==> src/rtl/tmds_channel_pipe_if.sv <==
// Pixel-side bus of one TMDS channel: period/mode selection and payload in, encoded symbol out.
interface tmds_channel_pipe_if #(
  parameter int DISP_WIDTH = 5
);
  logic [7:0]                   video_data;
  logic [3:0]                   data_island_data;
  logic [1:0]                   control_data;
  logic [2:0]                   mode;
  logic [9:0]                   tmds;
  logic signed [DISP_WIDTH-1:0] disparity;
  logic                         mode_err;

  modport master (
    output video_data, data_island_data, control_data, mode,
    input  tmds, disparity, mode_err
  );

  modport slave (
    input  video_data, data_island_data, control_data, mode,
    output tmds, disparity, mode_err
  );
endinterface

==> src/rtl/tmds_channel_pipe.sv <==
// Two-stage TMDS channel encoder (video 8b/10b, TERC4, guard bands, control).
// Latency 2 cycles, one symbol per cycle, no backpressure.
module tmds_channel_pipe #(
  parameter int CN         = 0,
  parameter bit DVI_OUTPUT = 1'b0,
  parameter int DISP_WIDTH = 5
) (
  input  logic                 clk_pixel,
  input  logic                 reset,
  tmds_channel_pipe_if.slave   bus
);

  localparam logic [2:0] M_CTRL   = 3'd0;
  localparam logic [2:0] M_VIDEO  = 3'd1;
  localparam logic [2:0] M_VGUARD = 3'd2;
  localparam logic [2:0] M_ISLAND = 3'd3;
  localparam logic [2:0] M_IGUARD = 3'd4;

  localparam logic [9:0] CTRL_00  = 10'b1101010100;
  localparam logic [9:0] GUARD_HI = 10'b0100110011;
  localparam logic [9:0] GUARD_LO = 10'b1011001100;
  localparam logic signed [DISP_WIDTH-1:0] TWO = DISP_WIDTH'(2);

  function automatic logic [9:0] ctrl_code(input logic [1:0] c);
    case (c)
      2'b00:   ctrl_code = CTRL_00;
      2'b01:   ctrl_code = 10'b0010101011;
      2'b10:   ctrl_code = 10'b0101010100;
      default: ctrl_code = 10'b1010101011;
    endcase
  endfunction

  function automatic logic [9:0] terc4(input logic [3:0] d);
    case (d)
      4'h0:    terc4 = 10'b1010011100;
      4'h1:    terc4 = 10'b1001100011;
      4'h2:    terc4 = 10'b1011100100;
      4'h3:    terc4 = 10'b1011100010;
      4'h4:    terc4 = 10'b0101110001;
      4'h5:    terc4 = 10'b0100011110;
      4'h6:    terc4 = 10'b0110001110;
      4'h7:    terc4 = 10'b0100111100;
      4'h8:    terc4 = 10'b1011001100;
      4'h9:    terc4 = 10'b0100111001;
      4'hA:    terc4 = 10'b0110011100;
      4'hB:    terc4 = 10'b1011000110;
      4'hC:    terc4 = 10'b1010001110;
      4'hD:    terc4 = 10'b1001110001;
      4'hE:    terc4 = 10'b0101100011;
      default: terc4 = 10'b1011000011;
    endcase
  endfunction

  // Stage 1 state
  logic [2:0] mode_s1_q, mode_s1_d;
  logic [1:0] ctrl_s1_q, ctrl_s1_d;
  logic [3:0] din_s1_q,  din_s1_d;
  logic [8:0] qm_s1_q,   qm_s1_d;
  logic [3:0] n1q_s1_q,  n1q_s1_d;

  // Stage 2 state
  logic [9:0]                   tmds_q, tmds_d;
  logic signed [DISP_WIDTH-1:0] cnt_q, cnt_d;
  logic                         mode_err_q, mode_err_d;

  logic [3:0] n1_data;
  logic       use_xnor;

  always_comb begin
    mode_s1_d = bus.mode;
    ctrl_s1_d = bus.control_data;
    din_s1_d  = bus.data_island_data;

    n1_data = '0;
    for (int i = 0; i < 8; i++) n1_data = n1_data + {3'b000, bus.video_data[i]};
    use_xnor = (n1_data > 4'd4) || (n1_data == 4'd4 && !bus.video_data[0]);

    qm_s1_d    = '0;
    qm_s1_d[0] = bus.video_data[0];
    for (int i = 1; i < 8; i++)
      qm_s1_d[i] = use_xnor ? ~(qm_s1_d[i-1] ^ bus.video_data[i])
                            :  (qm_s1_d[i-1] ^ bus.video_data[i]);
    qm_s1_d[8] = ~use_xnor;

    n1q_s1_d = '0;
    for (int i = 0; i < 8; i++) n1q_s1_d = n1q_s1_d + {3'b000, qm_s1_d[i]};
  end

  logic                         qm8;
  logic signed [DISP_WIDTH-1:0] n1s, n0s;

  always_comb begin
    tmds_d     = ctrl_code(ctrl_s1_q);
    cnt_d      = '0;
    mode_err_d = 1'b0;
    qm8        = qm_s1_q[8];
    n1s        = DISP_WIDTH'(n1q_s1_q);
    n0s        = DISP_WIDTH'(4'd8 - n1q_s1_q);

    case (mode_s1_q)
      M_CTRL: ;
      M_VIDEO: begin
        if (cnt_q == '0 || n1q_s1_q == 4'd4) begin
          tmds_d = {~qm8, qm8, qm8 ? qm_s1_q[7:0] : ~qm_s1_q[7:0]};
          cnt_d  = qm8 ? (cnt_q + n1s - n0s) : (cnt_q + n0s - n1s);
        end else if ((!cnt_q[DISP_WIDTH-1] && n1q_s1_q > 4'd4) ||
                     ( cnt_q[DISP_WIDTH-1] && n1q_s1_q < 4'd4)) begin
          // Inverting the payload pulls the running disparity back toward zero
          tmds_d = {1'b1, qm8, ~qm_s1_q[7:0]};
          cnt_d  = cnt_q + (qm8 ? TWO : '0) + n0s - n1s;
        end else begin
          tmds_d = {1'b0, qm8, qm_s1_q[7:0]};
          cnt_d  = cnt_q + n1s - n0s - (qm8 ? '0 : TWO);
        end
      end
      M_VGUARD: if (!DVI_OUTPUT) tmds_d = (CN == 1) ? GUARD_HI : GUARD_LO;
      M_ISLAND: if (!DVI_OUTPUT) tmds_d = terc4(din_s1_q);
      M_IGUARD: if (!DVI_OUTPUT) tmds_d = (CN == 0) ? terc4({2'b11, ctrl_s1_q}) : GUARD_HI;
      default:  mode_err_d = 1'b1;
    endcase
  end

  always_ff @(posedge clk_pixel) begin
    if (reset) begin
      mode_s1_q  <= M_CTRL;
      ctrl_s1_q  <= '0;
      din_s1_q   <= '0;
      qm_s1_q    <= '0;
      n1q_s1_q   <= '0;
      tmds_q     <= CTRL_00;
      cnt_q      <= '0;
      mode_err_q <= 1'b0;
    end else begin
      mode_s1_q  <= mode_s1_d;
      ctrl_s1_q  <= ctrl_s1_d;
      din_s1_q   <= din_s1_d;
      qm_s1_q    <= qm_s1_d;
      n1q_s1_q   <= n1q_s1_d;
      tmds_q     <= tmds_d;
      cnt_q      <= cnt_d;
      mode_err_q <= mode_err_d;
    end
  end

  assign bus.tmds      = tmds_q;
  assign bus.disparity = cnt_q;
  assign bus.mode_err  = mode_err_q;

endmodule

==> src/flat_wrapper.sv <==
// flat-port wrapper written by rule: the top's interface ports become plain ports
module tmds_channel_pipe_flat 
#(
  parameter int CN         = 0,
  parameter bit DVI_OUTPUT = 1'b0,
  parameter int DISP_WIDTH = 5
)
  (clk_pixel, reset, bus_video_data, bus_data_island_data, bus_control_data, bus_mode, bus_tmds, bus_disparity, bus_mode_err);
  tmds_channel_pipe_if #(.DISP_WIDTH(DISP_WIDTH)) bus_i ();
  input  logic clk_pixel;
  input  logic reset;
  input wire logic [$bits(bus_i.video_data)-1:0] bus_video_data;
  input wire logic [$bits(bus_i.data_island_data)-1:0] bus_data_island_data;
  input wire logic [$bits(bus_i.control_data)-1:0] bus_control_data;
  input wire logic [$bits(bus_i.mode)-1:0] bus_mode;
  output wire logic [$bits(bus_i.tmds)-1:0] bus_tmds;
  output wire logic [$bits(bus_i.disparity)-1:0] bus_disparity;
  output wire logic [$bits(bus_i.mode_err)-1:0] bus_mode_err;
  assign bus_i.video_data = bus_video_data;
  assign bus_i.data_island_data = bus_data_island_data;
  assign bus_i.control_data = bus_control_data;
  assign bus_i.mode = bus_mode;
  assign bus_tmds = bus_i.tmds;
  assign bus_disparity = bus_i.disparity;
  assign bus_mode_err = bus_i.mode_err;
  tmds_channel_pipe #(.CN(CN), .DVI_OUTPUT(DVI_OUTPUT), .DISP_WIDTH(DISP_WIDTH)) u_core (.clk_pixel(clk_pixel), .reset(reset), .bus(bus_i));
endmodule
==> config.mk <==
export PLATFORM = sky130hd
export DESIGN_NAME = tmds_channel_pipe_flat
export DESIGN_NICKNAME = d
export VERILOG_FILES = /design/src/rtl/tmds_channel_pipe_if.sv /design/src/rtl/tmds_channel_pipe.sv /design/src/flat_wrapper.sv
export SDC_FILE = /design/constraint.sdc
export NUM_CORES = 1
export LEC_CHECK = 0
export BUFFER_PORTS_ARGS = -buffer_cell sky130_fd_sc_hd__buf_2
export CORE_ASPECT_RATIO = 1.75
export CORE_UTILIZATION = 50
export CTS_BUF_LIST = sky130_fd_sc_hd__clkbuf_4 sky130_fd_sc_hd__clkbuf_8
export CTS_CLUSTER_SIZE = 14
export DETAILED_ROUTE_END_ITERATION = 10
export PLACE_DENSITY = 0.69
export SYNTH_ARGS = -nofsm -noshare
export SYNTH_HDL_FRONTEND = slang
export SYNTH_SLANG_ARGS = --single-unit
==> constraint.sdc <==
create_clock -name clk_pixel -period 8.27 [get_ports clk_pixel]
set_input_delay 1.654 -clock clk_pixel [delete_from_list [all_inputs] [get_ports clk_pixel]]
set_output_delay 1.654 -clock clk_pixel [all_outputs]
set_load 0.1 [all_outputs]
==> results.cfg <==
[worst_setup_path]
worstReg2RegStart = u_core.n1q_s1_q[1]
criticalPathCategory = in2reg
crit_arrival_ns = 7.36
critPathLaunch = bus_video_data[0]
cp_max_fo = 5
worst_setup_path_end_kind = flop
cp-start-kind = input port
worstPathRequired_ns = 8.50

[final_layout]
area_growth_pct = 7.878
layout_commonest_cell = dfxtp_1
n_antenna_cell = 0
post-route-util_pct = 56.33
drive_above_1_share_pct = 11.56
nNetsFinal = 498
final_cell_mix = 44 x dfxtp_1, 42 x ha_1, 38 x inv_1, 36 x nand2_1, 34 x buf_2

[routing]
wl_um = 7266
remaining_drc_errors = 0
drt_iter0_drc = 88
wl_per_cell_um = 14.36
dr.pass1.iters = 4
routed_via_density = 5.411
route.vias.total = 2738
postRouteAntennaNets = 0

[global_routing]
track_usage_pct = 21.49
first_global_vias = 2729
grt_pass1_wl_um = 12050
antenna_found_initial = 0
grt_overflow_total = 0
grt_max_degree = 37

[timing]
rsz0062_at_grt = no
fin_tns_setup_ns = 0
hold_viol = 0
tightest_slew_ns = 0.8804
fmax_mhz = 140.3
slew_viol_final = 0
min_period_over_period_pct = 86.17
finalSetupViolCount = 0
skew_ns = 0.005014
period_needed_ns = 7.126
max-slew-margin-rel_pct = 40.95

[placed_design]
gp_congestion = 0.8974
numPortBuffers = 34
dp_hpwl_um = 5984

[min_path]
min_path_type = reg2reg

[floorplan]
die_y_um = 111.3
rows = 39
core_area_um2 = 6539
ioPinCount = 35
design.die.area_um2 = 7177
start_util_pct = 52.22
dieWidth_um = 64.47

[power_and_ir_drop]
p_leak_nw = 1.707
ir_drop_mv = 0.1331
cellPowerDensity_nw_per_um2 = 407.9

[clocking]
numCtsBuffers = 5
clk_latency_ns = 0.29
cts_tree = done
cts_hold_buf = 0
cts.sinks = 44
cts-resized-gates = 0
htreeDepth = 2
cts-root-buf = clkbuf_8
clk_path_buf_depth = 2
clk_pin_slew_ns = 0.08
cts_setup_buffers = 0

[logic_synthesis]
postSynthCellCount = 396
synth_edf_count = 0
syn_nets = 470
synth.avg_cell_area_um2 = 8.623
yosysWarningCount = 0
synthFlopType = dfxtp_1
syn_area_um2 = 3415
ys_seq_area_share_pct = 25.80
synth_cell_types = 50
synth_top_area_share_pct = 25.80
synth_top_cells_by_area = dfxtp_1 26%, ha_1 15%, fa_1 7.6%
yosys.area.top_type = dfxtp_1
synth-seq-cells = 44
async_flop_share_pct = 0

[flow_run]
maxCapViolations = 0

[run_status]
outcome = completed
-- metrics by stage --
step                      instances  hold WS [ns]  setup WS, ns  power [mW]  area (um^2)
after floorplan                 396        0.4478         1.339       1.179         3415
after global placement          499        0.5001         1.028       1.348         3602
after detailed placement        499        0.4967        0.8008       1.379         3602
after CTS                       506        0.5074         1.112       1.511         3684
after global routing            506        0.5238        0.8733       1.649         3684
final                           506        0.5070         1.144       1.502         3684
-- synth_stat cells (all sizes together), types with 2 or more instances --
cell and number:
dfxtp 44, ha 42, inv 38, nand2 36, a21oi 30, nor2 30, xnor2 22, o21ai 19
nor2b 17, xor2 16, fa 13, buf 7, nor3 7, clkbuf 6, mux2i 6, a211oi 5
a21o 4, a31oi 4, nand3 4, nor3b 4, o31ai 4, a21boi 3, o21a 3, o22ai 3
a211o 2, and2b 2, and3 2, nand3b 2, nor4 2, o211ai 2, o2bb2ai 2, or3 2
or4 2
-- cell families (layout without fill, tap and decap cells) --
group	after synthesis	after routing	share of synthesized area, %
mux	7	7	2.455
flops	44	44	25.80
fa+ha+maj	55	55	23.01
compound gates	87	87	16.09
xor+xnor	38	38	9.747
simple gates	113	113	16.12
buf+inv	52	80	6.779
-- worst max-delay path, cell delays in order --
cell and delay, ns:
buf_2 0.12, ha_1 0.34, inv_1 0.07, fa_1 0.45, fa_1 0.49, inv_1 0.06, fa_1 0.41, fa_1 0.45
nor3b_1 0.27, o21ai_0 0.11, a21oi_1 0.44, xnor2_1 0.16, ha_1 0.30, inv_1 0.05, fa_1 0.47, inv_1 0.05
fa_1 0.47, fa_1 0.39, inv_1 0.09, fa_1 0.41, nor2_1 0.11
-- power by group --
group | leakage [nW] | internal, mW | switching [mW]
Combinational | 1.30 | 0.463 | 0.628
Sequential | 0.365 | 0.248 | 0.0390
Clock | 0.0400 | 0.0571 | 0.0673
Total | 1.71 | 0.768 | 0.734
-- layout make-up --
cell class,instances,area (um^2)
clock buffer,5,68.82
clock inverter,2,12.51
fill,641,2855
inverter,39,146.4
multi-input combinational,300,2302
sequential,44,880.8
tap,82,102.6
timing repair buffer,34,170.2
-- path summary, 6_finish.rpt --
path / to / slack, ns / cells past startpoint
worst max-delay path: u_core.n1q_s1_q[1] / 1.14 / 21
worst max register to register: u_core.bus.disparity[4] / 4.62 / 12
worst min register to register: u_core.bus.tmds[8] / 0.51 / 1
worst min-delay path: u_core.bus.tmds[8] / 0.51 / 1
-- layer usage --
layer | vias to the layer above | routed length [um] | track usage [%]
met5 | - | 0 | 0
li1 | 1378 | - | -
met4 | 0 | 238 | 10.96
met1 | 1279 | 2615 | 20.36
met3 | 15 | 198 | 2.263
met2 | 66 | 4214 | 42.88
(Power assumes the default switching activity.)
